File: src/rtl/trng_postproc.sv
// TRNG post-processing: von Neumann debiaser, repetition-count
// health test and key packing with a ready/ack holding register.
module trng_postproc #(
  parameter int N_BITS_KEY = 32,
  parameter int RCT_CUTOFF = 31
) (
  input  logic                  clk_i,
  input  logic                  rst_i,
  input  logic                  enable_i,
  input  logic                  raw_bit_i,
  input  logic                  raw_valid_i,
  input  logic                  ack_read_i,
  output logic [N_BITS_KEY-1:0] out_key_o,
  output logic                  key_ready_o,
  output logic                  intr_o,
  output logic                  health_fail_o
);

  localparam int CW = $clog2(N_BITS_KEY);
  localparam int RW = $clog2(RCT_CUTOFF + 1);

  typedef enum logic [1:0] {
    IDLE,
    COLLECT,
    FAIL
  } state_t;

  state_t state_q;
  state_t state_d;

  logic                  pair_full_q;
  logic                  pair_first_q;
  logic                  prev_q;
  logic                  have_prev_q;
  logic [RW-1:0]         run_q;
  logic [RW-1:0]         run_d;
  logic [N_BITS_KEY-1:0] acc_q;
  logic [CW-1:0]         bit_cnt_q;
  logic                  stall_q;

  logic                  active;
  logic                  bit_in;
  logic                  rct_trip;
  logic                  db_valid;
  logic                  db_bit;
  logic                  last_bit;
  logic                  word_done;
  logic [N_BITS_KEY-1:0] word;

  // Datapath strobes for the current cycle.
  always_comb begin
    active   = (state_q == COLLECT) && enable_i;
    bit_in   = active && raw_valid_i;
    run_d    = RW'(1);
    if (have_prev_q && (raw_bit_i == prev_q)) begin
      if (run_q == RW'(RCT_CUTOFF))
        run_d = run_q;
      else
        run_d = run_q + RW'(1);
    end
    rct_trip  = bit_in && (run_d == RW'(RCT_CUTOFF));
    db_bit    = pair_first_q;
    db_valid  = bit_in && !rct_trip && pair_full_q &&
                (pair_first_q != raw_bit_i);
    last_bit  = (bit_cnt_q == CW'(N_BITS_KEY - 1));
    word_done = db_valid && !stall_q && last_bit;
    word      = {db_bit, acc_q[N_BITS_KEY-2:0]};
  end

  // State register.
  always_ff @(posedge clk_i) begin
    if (rst_i)
      state_q <= IDLE;
    else
      state_q <= state_d;
  end

  // Next-state logic; a low enable always wins.
  always_comb begin
    state_d = state_q;
    unique case (state_q)
      IDLE:    if (enable_i) state_d = COLLECT;
      COLLECT: if (rct_trip) state_d = FAIL;
      FAIL:    state_d = FAIL;
      default: state_d = IDLE;
    endcase
    if (!enable_i)
      state_d = IDLE;
  end

  assign health_fail_o = (state_q == FAIL);

  // Debias, pack, hand off and health-track the raw stream.
  always_ff @(posedge clk_i) begin
    if (rst_i) begin
      out_key_o    <= '0;
      key_ready_o  <= 1'b0;
      intr_o       <= 1'b0;
      pair_full_q  <= 1'b0;
      pair_first_q <= 1'b0;
      prev_q       <= 1'b0;
      have_prev_q  <= 1'b0;
      run_q        <= '0;
      acc_q        <= '0;
      bit_cnt_q    <= '0;
      stall_q      <= 1'b0;
    end else if (!active) begin
      key_ready_o  <= 1'b0;
      intr_o       <= 1'b0;
      pair_full_q  <= 1'b0;
      pair_first_q <= 1'b0;
      prev_q       <= 1'b0;
      have_prev_q  <= 1'b0;
      run_q        <= '0;
      acc_q        <= '0;
      bit_cnt_q    <= '0;
      stall_q      <= 1'b0;
    end else if (rct_trip) begin
      key_ready_o <= 1'b0;
      intr_o      <= 1'b0;
      run_q       <= run_d;
    end else begin
      intr_o <= 1'b0;
      if (bit_in) begin
        prev_q      <= raw_bit_i;
        have_prev_q <= 1'b1;
        run_q       <= run_d;
        if (pair_full_q) begin
          pair_full_q <= 1'b0;
        end else begin
          pair_full_q  <= 1'b1;
          pair_first_q <= raw_bit_i;
        end
      end
      if (db_valid && !stall_q) begin
        if (last_bit) begin
          if (!key_ready_o || ack_read_i) begin
            out_key_o   <= word;
            key_ready_o <= 1'b1;
            intr_o      <= 1'b1;
            bit_cnt_q   <= '0;
          end else begin
            stall_q                <= 1'b1;
            acc_q[N_BITS_KEY-1]    <= db_bit;
          end
        end else begin
          acc_q[bit_cnt_q] <= db_bit;
          bit_cnt_q        <= bit_cnt_q + CW'(1);
        end
      end
      if (ack_read_i && key_ready_o && !word_done) begin
        if (stall_q) begin
          out_key_o <= acc_q;
          intr_o    <= 1'b1;
          stall_q   <= 1'b0;
          bit_cnt_q <= '0;
        end else begin
          key_ready_o <= 1'b0;
        end
      end
    end
  end

endmodule

File: config.mk
export PLATFORM = sky130hd
export DESIGN_NAME = trng_postproc
export DESIGN_NICKNAME = d
export VERILOG_FILES = /design/src/rtl/trng_postproc.sv
export SDC_FILE = /design/constraint.sdc
export NUM_CORES = 1
export LEC_CHECK = 0
export BUFFER_PORTS_ARGS = -buffer_cell sky130_fd_sc_hd__buf_4
export CAP_MARGIN = 20
export CORE_ASPECT_RATIO = 1.2
export CORE_MARGIN = 10
export CORE_UTILIZATION = 59
export DETAILED_ROUTE_END_ITERATION = 10
export HOLD_SLACK_MARGIN = 0.08
export PLACE_DENSITY = 0.8
export SLEW_MARGIN = 20
export SYNTH_ARGS = -nofsm -noshare
export SYNTH_HDL_FRONTEND = slang
export SYNTH_SLANG_ARGS = --single-unit
File: constraint.sdc
create_clock -name clk_i -period 2.45 [get_ports clk_i]
set_input_delay 0.1225 -clock clk_i [delete_from_list [all_inputs] [get_ports clk_i]]
set_output_delay 0.1225 -clock clk_i [all_outputs]
set_load 0.005 [all_outputs]
==> metrics.yaml <==
cts_max_level: 3
unrepaired_setup_endpoints_after_global_routing: "no"
cts-root-to-sink-buffers: 2
numPlacedInstances: 555
chipWidth_um: 94.96
layout.area.seq_um2: 1662
later_pin_clock_latency_in_the_skew_report_ns: 0.36
setup_violations: 0
cts_tree: "done"
p_int_uw: 1727
hold_viol: 0
ios: 41
netlist.area_leader.share: 0.4177
syn-num-nets: 461
power_frac_comb: 0.032
finish.net_count: 500
slew_headroom: 0.5672
crit_type: "register to register"
yosys_warnings: 0
slew_viols_final: 0
n_fill_cell: 532
core_area_um2: 6486
floorplan.initialDensity: 0.6132
p_per_area_nw_per_um2: 492.9
detail_route.wl_per_cell_um: 15.41
endpoint_kind: "register"
leading_post_synthesis_cells_by_instance_count: "101 x nand2_1, 83 x dfxtp_1, 58 x mux2i_1, 26 x nand4_1, 21 x a21oi_1"
finalSetupTns_ns: 0
max_freq_mhz: 436.9
critical_path.reg2reg.startpoint: "run_q[0]"
gr-usage-all-layers: 0.1755
post_synth_instance_area_um2: 3978
drcViolationCount: 0
avgViaCountPerCell: 5.728
period_minus_slack_ns: 2.289
firstDrtPassIters: 4
vias: 3282
antenna_found_initial: 0
cts_inserted_buffers: 9
die_height_um: 109.9
seq_area_frac_synth: 0.4177
synth_top_area_cell: "dfxtp_1"
fin_crit_sh: 0.9343
synthFlopType: "dfxtp_1"
power.switching_fraction: 0.2342
ys_seq_elements: 83
synth-edff-count: 0
grt_first_pass_wirelength_um: 14880
worst_hold_path.endpoint: "run_q[0]"
hp-class: "input pin to register"
top_cells_by_area_synth: "dfxtp_1 42%, mux2i_1 15%, nand2_1 9.5%"
power.leakage_uw: 0.001666
timing.rr.end: "acc_q[9]"
first_iter_violations: 168
arrival_ns: 2.51
grt_start_max_net_pins: 65
detailed_place_hpwl_um: 6194
post_synth_inst_count: 446
globalplace.congestion: 0.9552
avg_inst_size_synth_um2: 8.918
cts_root_buffer: "clkbuf_8"
timing.critical_path.from_type: "register"
grt_overflow_total: 0
area_of_the_multi_input_gates_um2: 2121
critical_path_peak_fanout: 25
num_rows: 32
p_clk_frac: 0.369
hp-start: "raw_valid_i"
count_of_placed_standard_cells_in_the_final_layout_fillers_left_out: 573
worst_case_reg_to_reg_path_depth: 7
net-switching-power_uw: 528.3
port-buffer-count: 40
finalClockSkew_ns: 0.006360
post_route_cells_drive_above_1_share: 0.1885
antenna_cells: 0
routed_wirelength_um: 8829
worstMarginPinSlew_ns: 0.6424
floorplan.die_area_um2: 10440
sequentialPowerShare: 0.599
post_synth_num_cell_types: 51
clkTransAtPathRegs_ns: 0.08
number_of_global_route_vias_before_repair: 3280
worst_hold_path.num_cells: 3
max_cap_violations: 0
max-vdd-ir-drop_mv: 0.3525
post-synth-top-count-cell: "nand2_1"
run_status: "finished clean"
layout-area-overhead-vs-synth_pct: 15.04
detail-route-antenna-nets: 0
share_of_synthesized_registers_carrying_an_async_set_or_reset: 0
timing.reg2reg.setup_slack_ns: 0.16
clock-sinks: 83
timing.critical_path.required_ns: 2.67
-- critical path, cell delays in order, from the launching register on --
cell     delay [ns]
dfxtp_1        0.44
ha_1           0.35
nand2_2        0.11
mux2i_2        0.31
or3_1          0.30
buf_4          0.32
nand4_1        0.16
mux2i_1        0.15
-- layer usage --
metal,part of all wire,GRT usage,up-vias
met4,0.033,0.1060,0
met1,0.44,0.2046,1532
met5,0,0,-
met3,0.042,0.03138,24
met2,0.48,0.2937,74
li1,-,-,1652
-- timing repair --
| item | 4_1_cts | 5_1_grt |
|---|---|---|
| hold buffers | 4 | 0 |
| setup buffers | 0 | 0 |
| endpoints found under the setup margin | 0 | 5 |
| hold endpoints to repair | 6 | 0 |
| gates resized for setup | 0 | 2 |
-- worst max-delay path by stage --
| stage | start | to | slack, ns | cells past startpoint |
|---|---|---|---|---|
| 6_report | run_q[0] | acc_q[9] | 0.16 | 7 |
| 5_1_grt | run_q[0] | acc_q[1] | 0.02 | 7 |
| 4_1_cts | state_q[1] | out_key_o[23] | 0.13 | 8 |
| 3_5_place_dp | state_q[1] | out_key_o[23] | 0.15 | 8 |
| 3_3_place_gp | state_q[1] | out_key_o[3] | 0.24 | 8 |
| 2_1_floorplan | bit_cnt_q[0] | acc_q[16] | 0.47 | 8 |
-- kinds of logic after synthesis --
family          count (synthesis)  synth area share
xor+xnor                        3           0.01038
fa+ha+maj                       9           0.02831
compound gates                 52           0.08682
buf+inv                        41           0.05253
flops                          83            0.4177
mux                            60            0.1522
simple gates                  198            0.2520
-- state kept, by name, indices dropped and copies added (netlist names) --
register     cells
acc_q           32
out_key_o       32
stall_q          1
key_ready_o      1
state_q          2
bit_cnt_q        5
have_prev_q      1
db_bit           1
prev_q           1
pair_full_q      1
intr_o           1
run_q            5
-- power groups by stage --
stage               Combinational, uW  Clock (uW)  Sequential, uW
detailed placement               66.3           0            1380
global placement                 64.9           0            1380
finish                           71.4         832            1350
floorplan                        46.1           0            1380
global route                     79.4         881            1350
CTS                              70.4         842            1350
-- cell usage in the layout (no fill, tap or decap), drive strengths merged, types with 3 or more instances in the layout --
cell type	Yosys	final
nor4	8	8
o21ai	7	7
nand2b	5	5
a311oi	3	3
nand3	10	10
nor3	5	5
nand2	102	102
and3	4	4
nor3b	3	3
a21oi	23	23
nand3b	3	3
dfxtp	83	83
or3	3	3
nor2	20	20
dlygate4sd3	0	4
inv	6	6
o41ai	9	9
clkinvlp	0	3
nand4	26	26
ha	9	9
mux2i	59	59
buf	17	59
clkbuf	18	9
-- metrics by stage --
stage | hold WS (ns) | total power (uW) | utilization | worst slack, ns | instance area [um^2]
floorplan | 0.2398 | 1429 | - | 0.4748 | 3978
global placement | 0.3477 | 1448 | 0.6742 | 0.2424 | 4373
detailed placement | 0.3633 | 1450 | 0.6742 | 0.1488 | 4373
CTS | 0.09837 | 2264 | 0.7045 | 0.1307 | 4569
global route | 0.1507 | 2313 | 0.7054 | 0.02021 | 4576
finish | 0.1080 | 2255 | 0.7054 | 0.1610 | 4576
-- layout make-up --
class,count,share of cell area
timing repair buffer,63,0.1110
sequential,83,0.3631
tap,85,0.02324
clock inverter,5,0.007110
clock buffer,9,0.02707
inverter,6,0.004922
multi-input combinational,322,0.4635
Power figures use the tool's default switching activity.
